[src/rtl/decode_stage.sv]
`default_nettype none
// +--------------------------------------------------------------------------+
// | Module   : decode_stage                                                  |
// | Purpose  : Pipeline instruction-decode stage. Accepts an instruction and |
// |            PC from fetch, classifies the opcode, fetches source operands |
// |            over two request/acknowledge register-file read ports (acks   |
// |            in any order) and presents IR/PC/X/Y to execute. Supports     |
// |            stall, flush, illegal-opcode flagging and sticky HALT.        |
// | Ports    : clk, rst_n (async, active low)                                |
// |            in_ir/in_pc/in_valid/in_ready       - fetch handshake         |
// |            out_ir/out_pc/out_x/out_y/out_illegal/out_valid/out_ready     |
// |                                                - execute handshake       |
// |            rdN_addr/rdN_en/rdN_ack/rdN_data    - register-file reads     |
// |            stall, flush                        - pipeline control        |
// |            halted                              - sticky HALT retired     |
// | Revision : 1.0 - initial release                                         |
// +--------------------------------------------------------------------------+
module decode_stage #(
  parameter int unsigned WIDTH        = 32,   // >= 32
  parameter int unsigned REG_ADDR_LEN = 5,    // <= 5
  parameter logic [5:0]  OP_RTYPE     = 6'h00,
  parameter logic [5:0]  OP_ITYPE     = 6'h01,
  parameter logic [5:0]  OP_BRANCH    = 6'h02,
  parameter logic [5:0]  OP_JTYPE     = 6'h03,
  parameter logic [5:0]  OP_NOP       = 6'h3E,
  parameter logic [5:0]  OP_HALT      = 6'h3F
) (
  input  logic                    clk,
  input  logic                    rst_n,
  input  logic [WIDTH-1:0]        in_ir,
  input  logic [WIDTH-3:0]        in_pc,
  input  logic                    in_valid,
  output logic                    in_ready,
  output logic [WIDTH-1:0]        out_ir,
  output logic [WIDTH-3:0]        out_pc,
  output logic [WIDTH-1:0]        out_x,
  output logic [WIDTH-1:0]        out_y,
  output logic                    out_illegal,
  output logic                    out_valid,
  input  logic                    out_ready,
  output logic [REG_ADDR_LEN-1:0] rd1_addr,
  output logic [REG_ADDR_LEN-1:0] rd2_addr,
  output logic                    rd1_en,
  output logic                    rd2_en,
  input  logic                    rd1_ack,
  input  logic                    rd2_ack,
  input  logic [WIDTH-1:0]        rd1_data,
  input  logic [WIDTH-1:0]        rd2_data,
  input  logic                    stall,
  input  logic                    flush,
  output logic                    halted
);

  localparam logic [1:0] c_ST_IDLE  = 2'd0;
  localparam logic [1:0] c_ST_READ  = 2'd1;
  localparam logic [1:0] c_ST_VALID = 2'd2;

  localparam logic [WIDTH-1:0] c_NOP_WORD = WIDTH'({OP_NOP, 26'b0});

  // FSM
  logic [1:0] r_state;
  logic [1:0] w_state_nxt;

  // Datapath registers
  logic [WIDTH-1:0]        r_ir;
  logic [WIDTH-3:0]        r_pc;
  logic [WIDTH-1:0]        r_x;
  logic [WIDTH-1:0]        r_y;
  logic                    r_illegal;
  logic                    r_is_halt;
  logic                    r_halted;
  logic [REG_ADDR_LEN-1:0] r_rd1_addr;
  logic [REG_ADDR_LEN-1:0] r_rd2_addr;
  logic                    r_rd1_en;
  logic                    r_rd2_en;

  // Decode of the incoming word
  logic [5:0]              w_opcode;
  logic [REG_ADDR_LEN-1:0] w_rd;
  logic [REG_ADDR_LEN-1:0] w_rs;
  logic [REG_ADDR_LEN-1:0] w_rt;
  logic [WIDTH-1:0]        w_simm;
  logic [WIDTH-1:0]        w_tgt;
  logic                    w_need1;
  logic                    w_need2;
  logic [REG_ADDR_LEN-1:0] w_a1;
  logic [REG_ADDR_LEN-1:0] w_a2;
  logic [WIDTH-1:0]        w_x;
  logic [WIDTH-1:0]        w_y;
  logic                    w_illegal;
  logic                    w_is_halt;

  // Control strobes
  logic w_accept;
  logic w_out_hs;
  logic w_take1;
  logic w_take2;
  logic w_en1_nxt;
  logic w_en2_nxt;

  assign w_opcode = in_ir[31:26];
  assign w_rd     = in_ir[21 +: REG_ADDR_LEN];
  assign w_rs     = in_ir[16 +: REG_ADDR_LEN];
  assign w_rt     = in_ir[11 +: REG_ADDR_LEN];
  assign w_simm   = WIDTH'($signed(in_ir[15:0]));
  assign w_tgt    = WIDTH'(in_ir[25:0]);

  // Opcode classification. An if-chain rather than a case keeps the
  // behaviour well defined even if two opcode parameters are set equal.
  always_comb begin
    w_need1   = 1'b0;
    w_need2   = 1'b0;
    w_a1      = '0;
    w_a2      = '0;
    w_x       = '0;
    w_y       = '0;
    w_illegal = 1'b0;
    w_is_halt = 1'b0;
    if (w_opcode == OP_RTYPE) begin
      w_need1 = 1'b1;
      w_need2 = 1'b1;
      w_a1    = w_rs;
      w_a2    = w_rt;
    end else if (w_opcode == OP_ITYPE) begin
      w_need1 = 1'b1;
      w_a1    = w_rs;
      w_y     = w_simm;
    end else if (w_opcode == OP_BRANCH) begin
      w_need1 = 1'b1;
      w_a1    = w_rd;
      w_y     = w_simm;
    end else if (w_opcode == OP_JTYPE) begin
      w_x     = w_tgt;
    end else if (w_opcode == OP_NOP) begin
      // no reads, zero operands
    end else if (w_opcode == OP_HALT) begin
      w_is_halt = 1'b1;
    end else begin
      w_illegal = 1'b1;
    end
  end

  // ---------------------------------------------------------------- FSM: state register
  always_ff @(posedge clk or negedge rst_n) begin
    if (!rst_n) begin
      r_state <= c_ST_IDLE;
    end else begin
      r_state <= w_state_nxt;
    end
  end

  // ---------------------------------------------------------------- FSM: outputs / strobes
  always_comb begin
    in_ready  = 1'b0;
    out_valid = (r_state == c_ST_VALID);
    // A held HALT blocks the back-to-back accept so nothing follows it in.
    if (!stall && !r_halted) begin
      if (r_state == c_ST_IDLE) begin
        in_ready = 1'b1;
      end else if (r_state == c_ST_VALID) begin
        in_ready = out_ready && !r_is_halt;
      end
    end
    // in_ready is not masked by flush; a flush simply discards the accept.
    w_accept  = in_valid && in_ready && !flush;
    w_out_hs  = (r_state == c_ST_VALID) && out_ready && !stall && !flush;
    w_take1   = (r_state == c_ST_READ) && r_rd1_en && rd1_ack && !stall && !flush;
    w_take2   = (r_state == c_ST_READ) && r_rd2_en && rd2_ack && !stall && !flush;
    w_en1_nxt = r_rd1_en && !w_take1;
    w_en2_nxt = r_rd2_en && !w_take2;
  end

  // ---------------------------------------------------------------- FSM: next state
  always_comb begin
    w_state_nxt = r_state;
    if (flush) begin
      w_state_nxt = c_ST_IDLE;
    end else if (!stall) begin
      case (r_state)
        c_ST_IDLE: begin
          if (w_accept) begin
            w_state_nxt = (w_need1 || w_need2) ? c_ST_READ : c_ST_VALID;
          end
        end
        c_ST_READ: begin
          if (!w_en1_nxt && !w_en2_nxt) begin
            w_state_nxt = c_ST_VALID;
          end
        end
        c_ST_VALID: begin
          if (w_out_hs) begin
            if (w_accept) begin
              w_state_nxt = (w_need1 || w_need2) ? c_ST_READ : c_ST_VALID;
            end else begin
              w_state_nxt = c_ST_IDLE;
            end
          end
        end
        default: w_state_nxt = c_ST_IDLE;
      endcase
    end
  end

  // ---------------------------------------------------------------- Datapath
  always_ff @(posedge clk or negedge rst_n) begin
    if (!rst_n) begin
      r_ir       <= c_NOP_WORD;
      r_pc       <= '0;
      r_x        <= '0;
      r_y        <= '0;
      r_illegal  <= 1'b0;
      r_is_halt  <= 1'b0;
      r_halted   <= 1'b0;
      r_rd1_addr <= '0;
      r_rd2_addr <= '0;
      r_rd1_en   <= 1'b0;
      r_rd2_en   <= 1'b0;
    end else if (flush) begin
      // halted is deliberately left untouched: only reset clears it.
      r_ir     <= c_NOP_WORD;
      r_rd1_en <= 1'b0;
      r_rd2_en <= 1'b0;
    end else if (!stall) begin
      if (w_accept) begin
        r_ir       <= in_ir;
        r_pc       <= in_pc;
        r_x        <= w_x;
        r_y        <= w_y;
        r_illegal  <= w_illegal;
        r_is_halt  <= w_is_halt;
        r_rd1_addr <= w_a1;
        r_rd2_addr <= w_a2;
        r_rd1_en   <= w_need1;
        r_rd2_en   <= w_need2;
      end else begin
        // Accept and ack capture are mutually exclusive (IDLE/VALID vs READ).
        if (w_take1) begin
          r_x      <= rd1_data;
          r_rd1_en <= 1'b0;
        end
        if (w_take2) begin
          r_y      <= rd2_data;
          r_rd2_en <= 1'b0;
        end
      end
      if (w_out_hs && r_is_halt) begin
        r_halted <= 1'b1;
      end
    end
  end

  assign out_ir      = r_ir;
  assign out_pc      = r_pc;
  assign out_x       = r_x;
  assign out_y       = r_y;
  assign out_illegal = r_illegal;
  assign rd1_addr    = r_rd1_addr;
  assign rd2_addr    = r_rd2_addr;
  assign rd1_en      = r_rd1_en;
  assign rd2_en      = r_rd2_en;
  assign halted      = r_halted;

endmodule
`default_nettype wire

[config.mk]
export PLATFORM = sky130hd
export DESIGN_NAME = decode_stage
export DESIGN_NICKNAME = d
export VERILOG_FILES = /design/src/rtl/decode_stage.sv
export SDC_FILE = /design/constraint.sdc
export NUM_CORES = 1
export LEC_CHECK = 0
export BUFFER_PORTS_ARGS = -buffer_cell sky130_fd_sc_hd__clkbuf_2
export CAP_MARGIN = 20
export CORE_MARGIN = 1
export CORE_UTILIZATION = 43
export CTS_BUF_LIST = sky130_fd_sc_hd__clkbuf_8
export DETAILED_ROUTE_END_ITERATION = 10
export PLACE_DENSITY = 0.74
export SYNTH_ARGS = -nofsm -noshare
export SYNTH_HDL_FRONTEND = slang
export SYNTH_SLANG_ARGS = --single-unit
[constraint.sdc]
create_clock -name clk -period 3.1 [get_ports clk]
set_clock_uncertainty 0.1 [all_clocks]
set_input_delay 0.775 -clock clk [delete_from_list [all_inputs] [get_ports clk]]
set_output_delay 0.775 -clock clk [all_outputs]
set_load 0.05 [all_outputs]
==> flow_results.org, run 1 <==
** Floorplan
- After floorplanning, the core was divided into 43 placement rows.
- Number of top-level design ports :: between 200 and 300
- Area enclosed by the die boundary :: 14800 um2
- Placeable core area :: ~14000 um2
- The die is approximately 120 um tall.
- Starting density of the core :: 0.443
- Die X :: 122 um

** Placed design
- After detailed placement, the design holds a cell count of 1080.
- During placement, the flow inserted port buffers numbering 275.
- Half-perimeter wire length of the detailed placement result :: 12.8 mm
- The congestion estimate from routability-driven global placement came to 0.843.

** Run
- Max-cap violations in this run came to 0.

** Global route
- Entering global routing, the biggest net connects between 60 and 70 pins.
- The total overflow left after global routing is 0.
- Initial antenna violation count :: 0
- First-pass GRT wire length :: 28.1 mm
- Total Routing Usage GR :: 0.246
- The via count of the first global-routing pass is 5517.

** Timing
- Final Max Tran Viols :: 0
- Final critical delay including setup and external delays :: 2.80 ns
- Of the available clock period, the critical path in the final layout requires 0.902.
- Total negative setup slack :: 0 ns
- At the pin with the least slew margin, the transition time is 0.913 ns.
- Number of failing hold endpoints at the final stage :: 0
- Maximum clock frequency :: approximately 360 MHz
- Rel. slew slack :: 0.390
- Setup violations remaining at the end of the flow were counted as 0.
- Setup repair after global routing missed its margin :: false

** Synthesis
- Warnings from Yosys :: 0
- Synthesized Nets :: 788
- After synthesis the cells add up to 6170 um2.
- Synthesis instantiated 43 different standard cells from the library.
- After synthesis, the share of flip-flops with an asynchronous set or reset is 1.00.
- In this run, synthesis inferred 0 flip-flops with an integrated enable.
- Mean instance size in the synthesized netlist :: between 9 and 10 um2
- Synthesis produced a netlist whose cell count is 654.
- Predominant post-synthesis flop cell :: dfrtp_1
- Synthesis inferred 143 register bits.
- For this run, the register share of the synthesized area comes to 0.581.

** Drt
- Drt first-iter violations :: around 290
- Wires add up to between 15 and 20 mm.
- TritonRoute pass-1 iters :: 6
- Vias after detailed routing :: about 5800
- In the routed design, unresolved DRC markers number 0.
- Routed Antenna Nets :: 0
- After detailed routing, the average wire length per cell comes to 16.0 um.
- In the routed layout, each cell is associated on average with a via count of slightly above 5.

** Clock network
- Number of sinks driven by the clock tree :: roughly 140
- TritonCTS built the clock tree.
- Post-CTS repair changed the size of 0 cells.
- Clk buf depth :: 2
- Num CTS Buffers :: 17
- Clock-pin slew was measured on the worst setup and hold paths at 0.07 ns.
- Buffers inserted by post-CTS timing repair :: 0
- Hold-fix buffer count after cts :: 0
- Number of H-tree levels :: 4
- The later pin in the worst-skew pair is clocked with a latency of 0.43 ns.
- Root Driver :: clkbuf_8

** Power
- Worst ir drop on vdd :: ~310 uV
- For this design the static power due to leakage is 4.28 nW.
- Cell Pwr Density :: 670 nW/um2

** Worst setup path
- Startpoint kind of the worst setup timing path :: flop
- On the critical path the largest part of the delay comes from flip-flops.
- The critical path starts at r_is_halt.
- Worst flop-to-flop path startpoint :: r_state[1]
- The setup path with the least slack is of type reg2out.
- CP max-delay cell :: dfrtp_1
- The largest single stage delay on the critical path is about 0.42 ns.
- STA puts the critical path data required time at about 2.2 ns.
- STA classifies the critical path endpoint as an output pin.
- Worst path arrival time :: 1.92 ns
- CP cell instances :: nand2b_1, a2111oi_2, clkbuf_2
- Max FO, Critical Path :: 5
- Worst Path Buf+Inv :: 1

** Run status
- Outcome :: complete, no violations

** Hold path
- Worst hold path class :: in2async

** Layout
- The net count of the finished layout is 1053.
- The count of cells in the finished layout, fillers not included, comes to 1111.
- Of the cells placed in the final design, the portion with a size suffix greater than 1 is 0.391.
- Filler Cells Inserted :: 1257
- The repair_antennas step left the layout with diodes totalling 0.
- Commonest cells after routing, fill and taps aside :: 274 x clkbuf_2, 221 x nand2_1, 138 x dfrtp_1
- Leaving out fill and tap cells, the most frequent cell in the layout is clkbuf_2.
- Post-synthesis to final-layout area growth :: 32.7%
-- per-layer routing --
| metal | GRT usage | part of all wire | vias to the layer above |
|---|---|---|---|
| met5 | 0 | 0 | - |
| met4 | 0.117 | 0.027 | 0 |
| met3 | 0.0632 | 0.072 | 35 |
| met2 | 0.385 | 0.47 | 253 |
| met1 | 0.320 | 0.43 | 2743 |
| li1 | - | - | 2740 |
-- logic make-up (layout without fill, tap and decap cells) --
| kind of cell | Yosys count | in the layout | synth area share |
|---|---|---|---|
| and+or+nand+nor | 309 | 309 | 0.204 |
| AOI/OAI and AO/OA | 147 | 147 | 0.174 |
| DFF | 143 | 143 | 0.581 |
| buffers and inverters | 54 | 331 | 0.0397 |
| xor gates and xnor gates | 1 | 1 | 0.00142 |
-- power by group --
| group | switching [mW] | internal (mW) |
|---|---|---|
| clock network | 0.692 | 0.827 |
| logic | 1.33 | 0.393 |
| registers | 0.140 | 2.11 |
| total | 2.16 | 3.33 |
-- synth_stat cells (2+ instances only) --
cell	number	area, um2
o21ai_0	8	40.0
a221oi_1	14	123
a22oi_2	20	250
a22o_1	6	52.6
o21ai_1	16	80.1
clkbuf_1	31	116
nor2_1	54	203
buf_6	4	45.0
buf_1	5	18.8
o21ai_2	4	35.0
o31ai_1	6	45.0
nand2_1	221	830
a31oi_1	17	106
a21oi_1	40	200
and3_1	2	12.5
nor2b_1	6	37.5
nand3_1	15	75.1
buf_2	10	50.1
dfstp_2	5	131
inv_1	4	15.0
dfrtp_1	138	3450
a22oi_1	7	52.6
-- worst paths after layout --
kind,endpoint,slack (ns),cells after the start
setup reg to reg,out_x[25],0.63,6
hold / removal,out_y[30],0.20,1
setup / recovery,in_ready,0.30,3
min in group clk,rd2_addr[4],0.37,2
max in group asynchronous,out_ir[27],1.91,2
hold reg to reg,rd2_addr[4],0.37,2
-- cell type report --
cell class	count	area (um2)	share of cell area
clock inverters	12	145	0.0177
well taps	180	225	0.0275
multi-input cells	457	2380	0.291
clock buffers	19	262	0.0319
flip-flops and latches	143	3580	0.437
repair buffers	296	1580	0.193
inverters	4	15.0	0.00183
-- sequential cells by signal (all words and copies together), names as in the netlist --
signal,flops
out_illegal,1
out_pc,30
rd1_addr,5
rd1_en,1
r_is_halt,1
halted,1
out_ir,32
out_y,32
rd2_addr,5
rd2_en,1
r_state,2
out_x,32
-- stage by stage --
| step | worst slack [ns] | power [mW] | cell area (um2) | hold WS (ns) | utilization |
|---|---|---|---|---|---|
| CTS | 0.278 | 5.55 | 8190 | 0.215 | 0.588 |
| finish | 0.304 | 5.49 | 8190 | 0.204 | 0.588 |
| global route | 0.163 | 5.76 | 8190 | 0.220 | 0.588 |
| floorplan | 0.178 | 3.49 | 6180 | 0.352 | - |
| detailed placement | 0.245 | 4.02 | 7790 | 0.361 | 0.559 |
| global placement | 0.316 | 4.00 | 7790 | 0.349 | 0.559 |
Power figures use the tool's default switching activity.
==> run 2, diff against run 1 <==
- CORE_MARGIN: 1 -> 3
- CORE_UTILIZATION: 43 -> 40
- PLACE_DENSITY: 0.74 -> 0.7
==> run 2 against run 1 <==
Clock power is 15% lower. First-iteration DRC count is 2.4% lower. Via count is 1.6% lower. Routed wire length is 6.9% higher. Critical endpoint unchanged. Clock-buffer cell count is 1 lower. Sequential share of layout area is 0.32 points higher. Die area is 14% higher. Worst setup slack worse by 0.022 ns. Cell count is 0.18% higher. Combinational power hardly changed. Critical path depth stayed put.
==> flow_results.org, run 2 (synthesized netlist as in run 1, its figures left out) <==
** Placed design
- The placer congestion estimate came to 0.838 (was 0.843).
- # port buffers :: 275 (unchanged)
- Half-perimeter wire length of the detailed placement result :: 13.9 mm (was 12.8 mm)
- The post-place instance area was 7800 um2 (was 7790 um2).
- The worst slack at placement was 0.119 ns (was 0.245 ns).

** Clock network
- The maximum level of the CTS H-tree came to 4 (unchanged).
- Num CTS Buffers :: 17 (unchanged)
- Hold-fix buffer count after cts :: 0 (unchanged)
- TritonCTS clock tree :: built (unchanged)
- Number of sinks driven by the clock tree :: 143 (unchanged)
- The number of resized instances in the post-cts repair step was 0 (unchanged).
- The clock tree buffer depth is 2 (unchanged).
- Reg clk slew, reported paths :: 0.07 ns (about the same)
- The clock latency reported for the late side of the worst-skew pair was 0.43 ns (about the same).
- The buffers inserted during post-CTS setup optimization is 0 (unchanged).
- Root Driver :: clkbuf_8 (unchanged)

** Global route
- The via count of the first global-routing pass was 5689 (was 5517).
- Total Routing Usage GR :: 0.221 (was 0.246)
- First-pass GRT wire length :: 29.3 mm (was 28.1 mm)
- Initial antenna violation count :: 0 (unchanged)
- Largest net degree at the start of global routing :: 61 (was 65)
- Remaining Overflow, GRT :: 0 (unchanged)

** Floorplan
- Placeable core area :: 14800 um2 (was 13900 um2)
- The number of top-level design ports came to 276 (unchanged).
- Row count :: 44 (was 43)
- Area enclosed by the die boundary :: 17000 um2 (was 14800 um2)
- The overall die height came to 130 um (was 122 um).
- The starting utilization of the core area came to 0.417 (was 0.443).
- Die X :: 130 um (was 122 um)

** Layout
- Commonest cells after routing, fill and taps aside: 274 x clkbuf_2, 221 x nand2_1, 138 x dfrtp_1 (unchanged).
- The fraction of layout instances using a drive strength above 1 was 0.388 (was 0.391).
- The most common cell after layout, fill and taps aside was clkbuf_2 (unchanged).
- Core occupancy in the finished layout :: 0.549 (was 0.588)
- The growth of design area from synthesis to finish was 31.8% (was 32.7%).
- Design area :: 8130 um2 (was 8190 um2)
- The area of the multi-input gates was 2380 um2 (unchanged).
- The combined flip-flop and latch cell area was 3580 um2 (unchanged).
- The number of inserted diodes came to 0 (unchanged).
- The layout filler cell count came to 1368 (was 1257).
- The net count reported at finish was 1053 (unchanged).

** Timing
- Slack of the critical path :: 0.283 ns (was 0.304 ns)
- The remaining max-slew budget at the tightest pin is 0.334 (was 0.390).
- The slew at the pin with the worst max-slew slack came to 0.996 ns (was 0.913 ns).
- The final-report hold violation count came to 0 (unchanged).
- The sum of negative setup slack came to 0 ns (unchanged).
- The count of final setup violators came to 0 (unchanged).
- Setup repair after global routing missed its margin: false (unchanged).
- Share of the cycle needed by the critical path after routing :: 0.909 (was 0.902)
- The max-slew violation total from the final report is 0 (unchanged).
- Final critical delay including setup and external delays :: 2.82 ns (was 2.80 ns)
- Maximum clock frequency :: 355 MHz (was 358 MHz)

** Worst setup path
- Startpoint kind of the worst setup timing path :: flop (unchanged)
- The critical path start-end classification is reg2out (unchanged).
- Required arrival time at the worst endpoint :: 2.22 ns (about the same)
- Worst path arrival time :: 1.94 ns (was 1.92 ns)
- Max FO, Critical Path :: 5 (unchanged)
- The nature of the critical path endpoint was an output pin (unchanged).

** Drt
- Post-detailed-route via-to-cell ratio :: 5.10 (was 5.19)
- Vias after detailed routing :: 5678 (was 5771)
- Drt first-iter violations :: 285 (was 292)
- The number of remaining DRC errors was 0 (unchanged).
- Wirelength, routed :: 19.0 mm (was 17.8 mm)
- Wire per inst :: 17.1 um (was 16.0 um)
- TritonRoute pass-1 iters :: 4 (was 6)
- Routed Antenna Nets :: 0 (unchanged)

** Power
- Power, Total :: 5.28 mW (was 5.49 mW)
- Cell Pwr Density :: 649 nW/um2 (was 670 nW/um2)
- Worst ir drop on vdd :: 305 uV (was 313 uV)
- Leakage :: 4.26 nW (was 4.28 nW)

** Run
- Max-cap viol count :: 0 (unchanged)

** Hold path
- The class of the tightest hold or removal check is in2async (unchanged).

** Run status
- Outcome :: complete, no violations (unchanged)
## run 2: worst paths after layout
kind,startpoint,depth (start not counted),end,slack [ns]
worst max-delay path,r_is_halt,3,in_ready,0.28
worst min-delay path,rst_n,1,r_state[0],0.19
worst max register to register,r_state[0],6,out_y[14],0.58
worst min register to register,rd2_addr[0],2,rd2_addr[0],0.37
max in group asynchronous,rst_n,2,out_ir[21],1.94
min in group clk,rd2_addr[0],2,rd2_addr[0],0.37
## run 2: cell type report
class | count | share of cell area
timing repair buffer | 296 | 0.196
clock inverter | 11 | 0.0100
multi-input combinational | 457 | 0.293
clock buffer | 18 | 0.0305
tap | 184 | 0.0283
sequential | 143 | 0.441
inverter | 4 | 0.00185
## run 2: worst max-delay path, cell delays in order, from the launching register on
cell       delay (ns)
dfrtp_1          0.42
nand2b_1         0.34
a2111oi_2        0.42
clkbuf_2         0.33
## run 2: metrics by stage
stage                     hold slack, ns  cells
after detailed placement           0.359   1084
final                              0.189   1113
after floorplan                    0.352    654
after CTS                          0.179   1113
after global routing               0.197   1113
after global placement             0.350   1084
## run 2: power breakdown
part	switching, mW	internal, mW
logic	1.34	0.394
registers	0.141	2.11
clock network	0.669	0.624
## run 2: metal layers
| metal | vias up | wire length [um] | GRT usage |
|---|---|---|---|
| li1 | 2737 | - | - |
| met1 | 2659 | 8000 | 0.291 |
| met2 | 256 | 8930 | 0.353 |
| met3 | 26 | 1690 | 0.0671 |
| met4 | 0 | 359 | 0.0672 |
| met5 | - | 0 | 0 |
==> run 3, diff against run 2 <==
- ABC_AREA: unset -> 1
- BUFFER_PORTS_ARGS: -buffer_cell sky130_fd_sc_hd__clkbuf_2 -> -buffer_cell sky130_fd_sc_hd__buf_2
- HOLD_SLACK_MARGIN: unset -> 0.12
- PLACE_DENSITY: 0.7 -> 0.69
==> run 3 against run 2 <==
Via count grew 6.1%. Global-route usage grew 0.27 points. Die area grew 1.3%. Register-to-register slack gained 0.51 ns. Fmax grew 17%. Sequential cell count is the same. Critical path depth is the same. Critical path type unchanged. Highest routed layer unchanged.
==> flow_results.org, run 3 <==
** Drt
- TritonRoute pass-1 iters :: 5 (was 4)
- Wire per inst :: 15.6 um (was 17.1 um)
- Count of unresolved DRC violations after routing :: 0 (unchanged)
- Drt first-iter violations :: 306 (was 285)
- Routed Antenna Nets :: 0 (unchanged)
- The detailed-route via count is 6026 (was 5678).
- Wirelength, routed :: 19.5 mm (was 19.0 mm)
- Post-detailed-route via-to-cell ratio :: 4.81 (was 5.10)

** Placed design
- Total cell area at the placement stage :: 7840 um2 (was 7800 um2)
- The count of buffers inserted at the top-level ports was 275 (unchanged).
- Pre-CTS WS :: 0.631 ns (was 0.119 ns)
- Half-perimeter wire length of the detailed placement result :: 14.1 mm (was 13.9 mm)
- The placer congestion estimate is 0.809 (was 0.838).

** Layout
- Commonest cells after routing, fill and taps aside: 278 x nand2_1, 274 x buf_2, 138 x dfrtp_1 (was 274 x clkbuf_2, 221 x nand2_1, 138 x dfrtp_1).
- The layout filler cell count was 1511 (was 1368).
- The fraction of layout instances using a drive strength above 1 came to 0.327 (was 0.388).
- Most common cell after layout, fill and taps aside :: nand2_1 (was clkbuf_2)
- Post-synthesis to final-layout area growth :: 32.2% (was 31.8%)
- The final design area excluding fillers was 8270 um2 (was 8130 um2).
- The net count reported at finish is 1161 (was 1053).

** Worst setup path
- The worst endpoint required time came to 2.22 ns (about the same).
- The delay of the slowest cell on the worst path was 0.44 ns (was 0.42 ns).
- Gate family responsible for the most delay along the worst path :: flip-flops (unchanged)
- CP max-delay cell :: dfrtp_1 (unchanged)
- Crit. End Element :: output pin (unchanged)
- Critical Setup Path Class :: reg2out (unchanged)
- CP cell instances :: nor3_4, and2_1, buf_2 (was nand2b_1, a2111oi_2, clkbuf_2)
- Startpoint kind of the worst setup timing path :: flop (unchanged)
- Worst Path Buf+Inv :: 1 (unchanged)
- Max FO, Critical Path :: 3 (was 5)
- Worst path arrival time :: 1.54 ns (was 1.94 ns)

** Synthesis
- Count of flip-flops with a built-in enable after synthesis :: 0 (unchanged)
- Leading post-synthesis cells by cell area: dfrtp_1 55%, nand2_1 17%, o21ai_0 5.6% (was dfrtp_1 56%, nand2_1 13%, a22oi_2 4.1%).
- Ranking of synthesized cells by instance count :: 278 x nand2_1, 138 x dfrtp_1, 79 x nor2_1 (was 221 x nand2_1, 138 x dfrtp_1, 54 x nor2_1)
- The post-synthesis area per instance was 8.26 um2 (was 9.44 um2).
- Synth Instances :: 758 (was 654)
- Most used standard cell by instance count after synthesis :: nand2_1 (unchanged)
- The most used flip-flop cell after synthesis is dfrtp_1 (unchanged).
- The register bit total from synthesis came to 143 (unchanged).
- Post-synthesis instance area :: 6260 um2 (was 6170 um2)
- Top cell type's share of synthesized area :: 0.552 (was 0.559)
- Warnings from Yosys :: 0 (unchanged)
- The post-synthesis sequential area ratio is 0.573 (was 0.581).
- The post-synthesis async set-or-reset flop share came to 1.00 (unchanged).
- Synthesized Nets :: 892 (was 788)
- Yosys top cell by area :: dfrtp_1 (unchanged)
- Number of distinct library cells after synthesis :: 28 (was 43)

** Clock network
- The master cell of the clock root buffer is clkbuf_8 (unchanged).
- The sink count of the clock tree was 143 (unchanged).
- Number of H-tree levels :: 4 (unchanged)
- Clk buf depth :: 2 (unchanged)
- The clock latency reported for the late side of the worst-skew pair was 0.45 ns (was 0.43 ns).
- TritonCTS clock tree :: built (unchanged)
- Num CTS Buffers :: 17 (unchanged)
- The clock-pin slew reported for the worst setup and hold paths after clock tree synthesis came to 0.08 ns (was 0.07 ns).

** Global route
- Via count of the first global-routing pass :: 5626 (was 5689)
- Initial antenna violation count :: 0 (unchanged)
- The total global routing track utilization came to 0.224 (was 0.221).
- Remaining Overflow, GRT :: 0 (unchanged)
- The global-route wire length before repair came to 29.4 mm (was 29.3 mm).
- Largest net degree at the start of global routing :: 106 (was 61)

** Floorplan
- The overall die height was 131 um (was 130 um).
- The starting utilization of the core area came to 0.410 (was 0.417).
- Number of top-level design ports :: 276 (unchanged)
- The floorplan die area came to 17200 um2 (was 17000 um2).
- The total number of placement rows was 45 (was 44).
- Placeable core area :: 15300 um2 (was 14800 um2)
- Die X :: 131 um (was 130 um)

** Power
- Leakage :: 4.58 nW (was 4.26 nW)
- Power, Total :: 8.69 mW (was 5.28 mW)
- The power density of the placed cells was 1050 nW/um2 (was 649 nW/um2).
- Worst ir drop on vdd :: 746 uV (was 305 uV)

** Timing
- Setup violations, final :: 0 (unchanged)
- Measured slew at the worst slew-check pin :: 0.687 ns (was 0.996 ns)
- The fraction of the cycle the final worst path needs is 0.780 (was 0.909).
- Final critical delay including setup and external delays :: 2.42 ns (was 2.82 ns)
- Total negative setup slack :: 0 ns (unchanged)
- Final Max Tran Viols :: 0 (unchanged)
- Setup repair after global routing missed its margin: false (unchanged).
- Number of failing hold endpoints at the final stage :: 0 (unchanged)
- The final worst slack is 0.683 ns (was 0.283 ns).
- The highest clock frequency the design can meet is 414 MHz (was 355 MHz).
- Worst hold slack after final layout :: 0.380 ns (was 0.189 ns)
- The remaining max-slew budget at the tightest pin is 0.538 (was 0.334).

** Run
- The count of maximum capacitance violations was 0 (unchanged).

** Run status
- Outcome: complete, no violations (unchanged).

** Hold path
- Worst hold path class :: reg2reg (was in2async)
run 3: cell count changes after synthesis, moves of 19 or more:
cell	before	now
clkbuf_1	31	12
a22oi_2	20	0
inv_1	4	36
o21ai_0	8	70
nand2_1	221	278
nor2_1	54	79
run 3: final timing paths:
kind / cells after the start / startpoint / slack (ns) / to
max reg2reg: 6 / halted / 1.09 / out_x[16]
min reg2reg: 2 / out_y[21] / 0.38 / out_y[21]
max in group asynchronous: 3 / rst_n / 1.59 / out_ir[27]
min in group asynchronous: 2 / rst_n / 0.66 / out_ir[16]
max: 3 / halted / 0.68 / in_ready
min: 2 / out_y[21] / 0.38 / out_y[21]
run 3: per-stage QoR:
stage | std cells | util
6_report | 1252 | 0.542
5_1_grt | 1251 | 0.542
4_1_cts | 1251 | 0.542
3_5_place_dp | 1218 | 0.514
3_3_place_gp | 1218 | 0.514
2_1_floorplan | 758 | -
run 3: worst reg2reg max path, stage by stage, from the launching register on:
cell	delay, ns
dfrtp_1	0.44
nor3_4	0.26
nand4_4	0.20
inv_2	0.34
buf_4	0.34
nand2_1	0.09
a21oi_1	0.16
run 3: logic make-up (layout without fill, tap and decap cells):
group / Yosys count / count (layout) / synth area share
compound gates: 130 / 130 / 0.109
flops: 143 / 143 / 0.573
other cells: 0 / 1 / 0
buf+inv: 80 / 362 / 0.0574
simple gates: 405 / 405 / 0.261
run 3: final cells by class:
| class | count | area [um2] | area share |
|---|---|---|---|
| Antenna cell | 1 | 2.50 | 0.000302 |
| Clock buffer | 19 | 262 | 0.0316 |
| Clock inverter | 13 | 161 | 0.0195 |
| Inverter | 40 | 150 | 0.0181 |
| Multi-Input combinational cell | 535 | 2310 | 0.280 |
| Sequential cell | 143 | 3580 | 0.433 |
| Tap cell | 211 | 264 | 0.0319 |
| Timing Repair Buffer | 290 | 1540 | 0.186 |
run 3: where the power goes:
group          total (mW)  leakage (nW)  switching, mW  internal, mW
combinational        4.19          2.56           3.30         0.886
clock                1.59         0.216          0.751         0.842
sequential           2.91          1.80          0.380          2.53
run 3: repair_timing:
action | 4_1_cts | 5_1_grt
buffers inserted | 0 | 0
hold buffers | 1 | 0
endpoints found under the hold margin | 29 | 0
resized for setup | 0 | 0
run 3: per-layer routing:
layer / vias to the layer above / GRT usage / part of all wire
met1: 2829 / 0.294 / 0.42
met3: 31 / 0.0648 / 0.074
li1: 2953 / - / -
met4: 0 / 0.0738 / 0.020
met5: - / 0 / 0
met2: 213 / 0.358 / 0.48
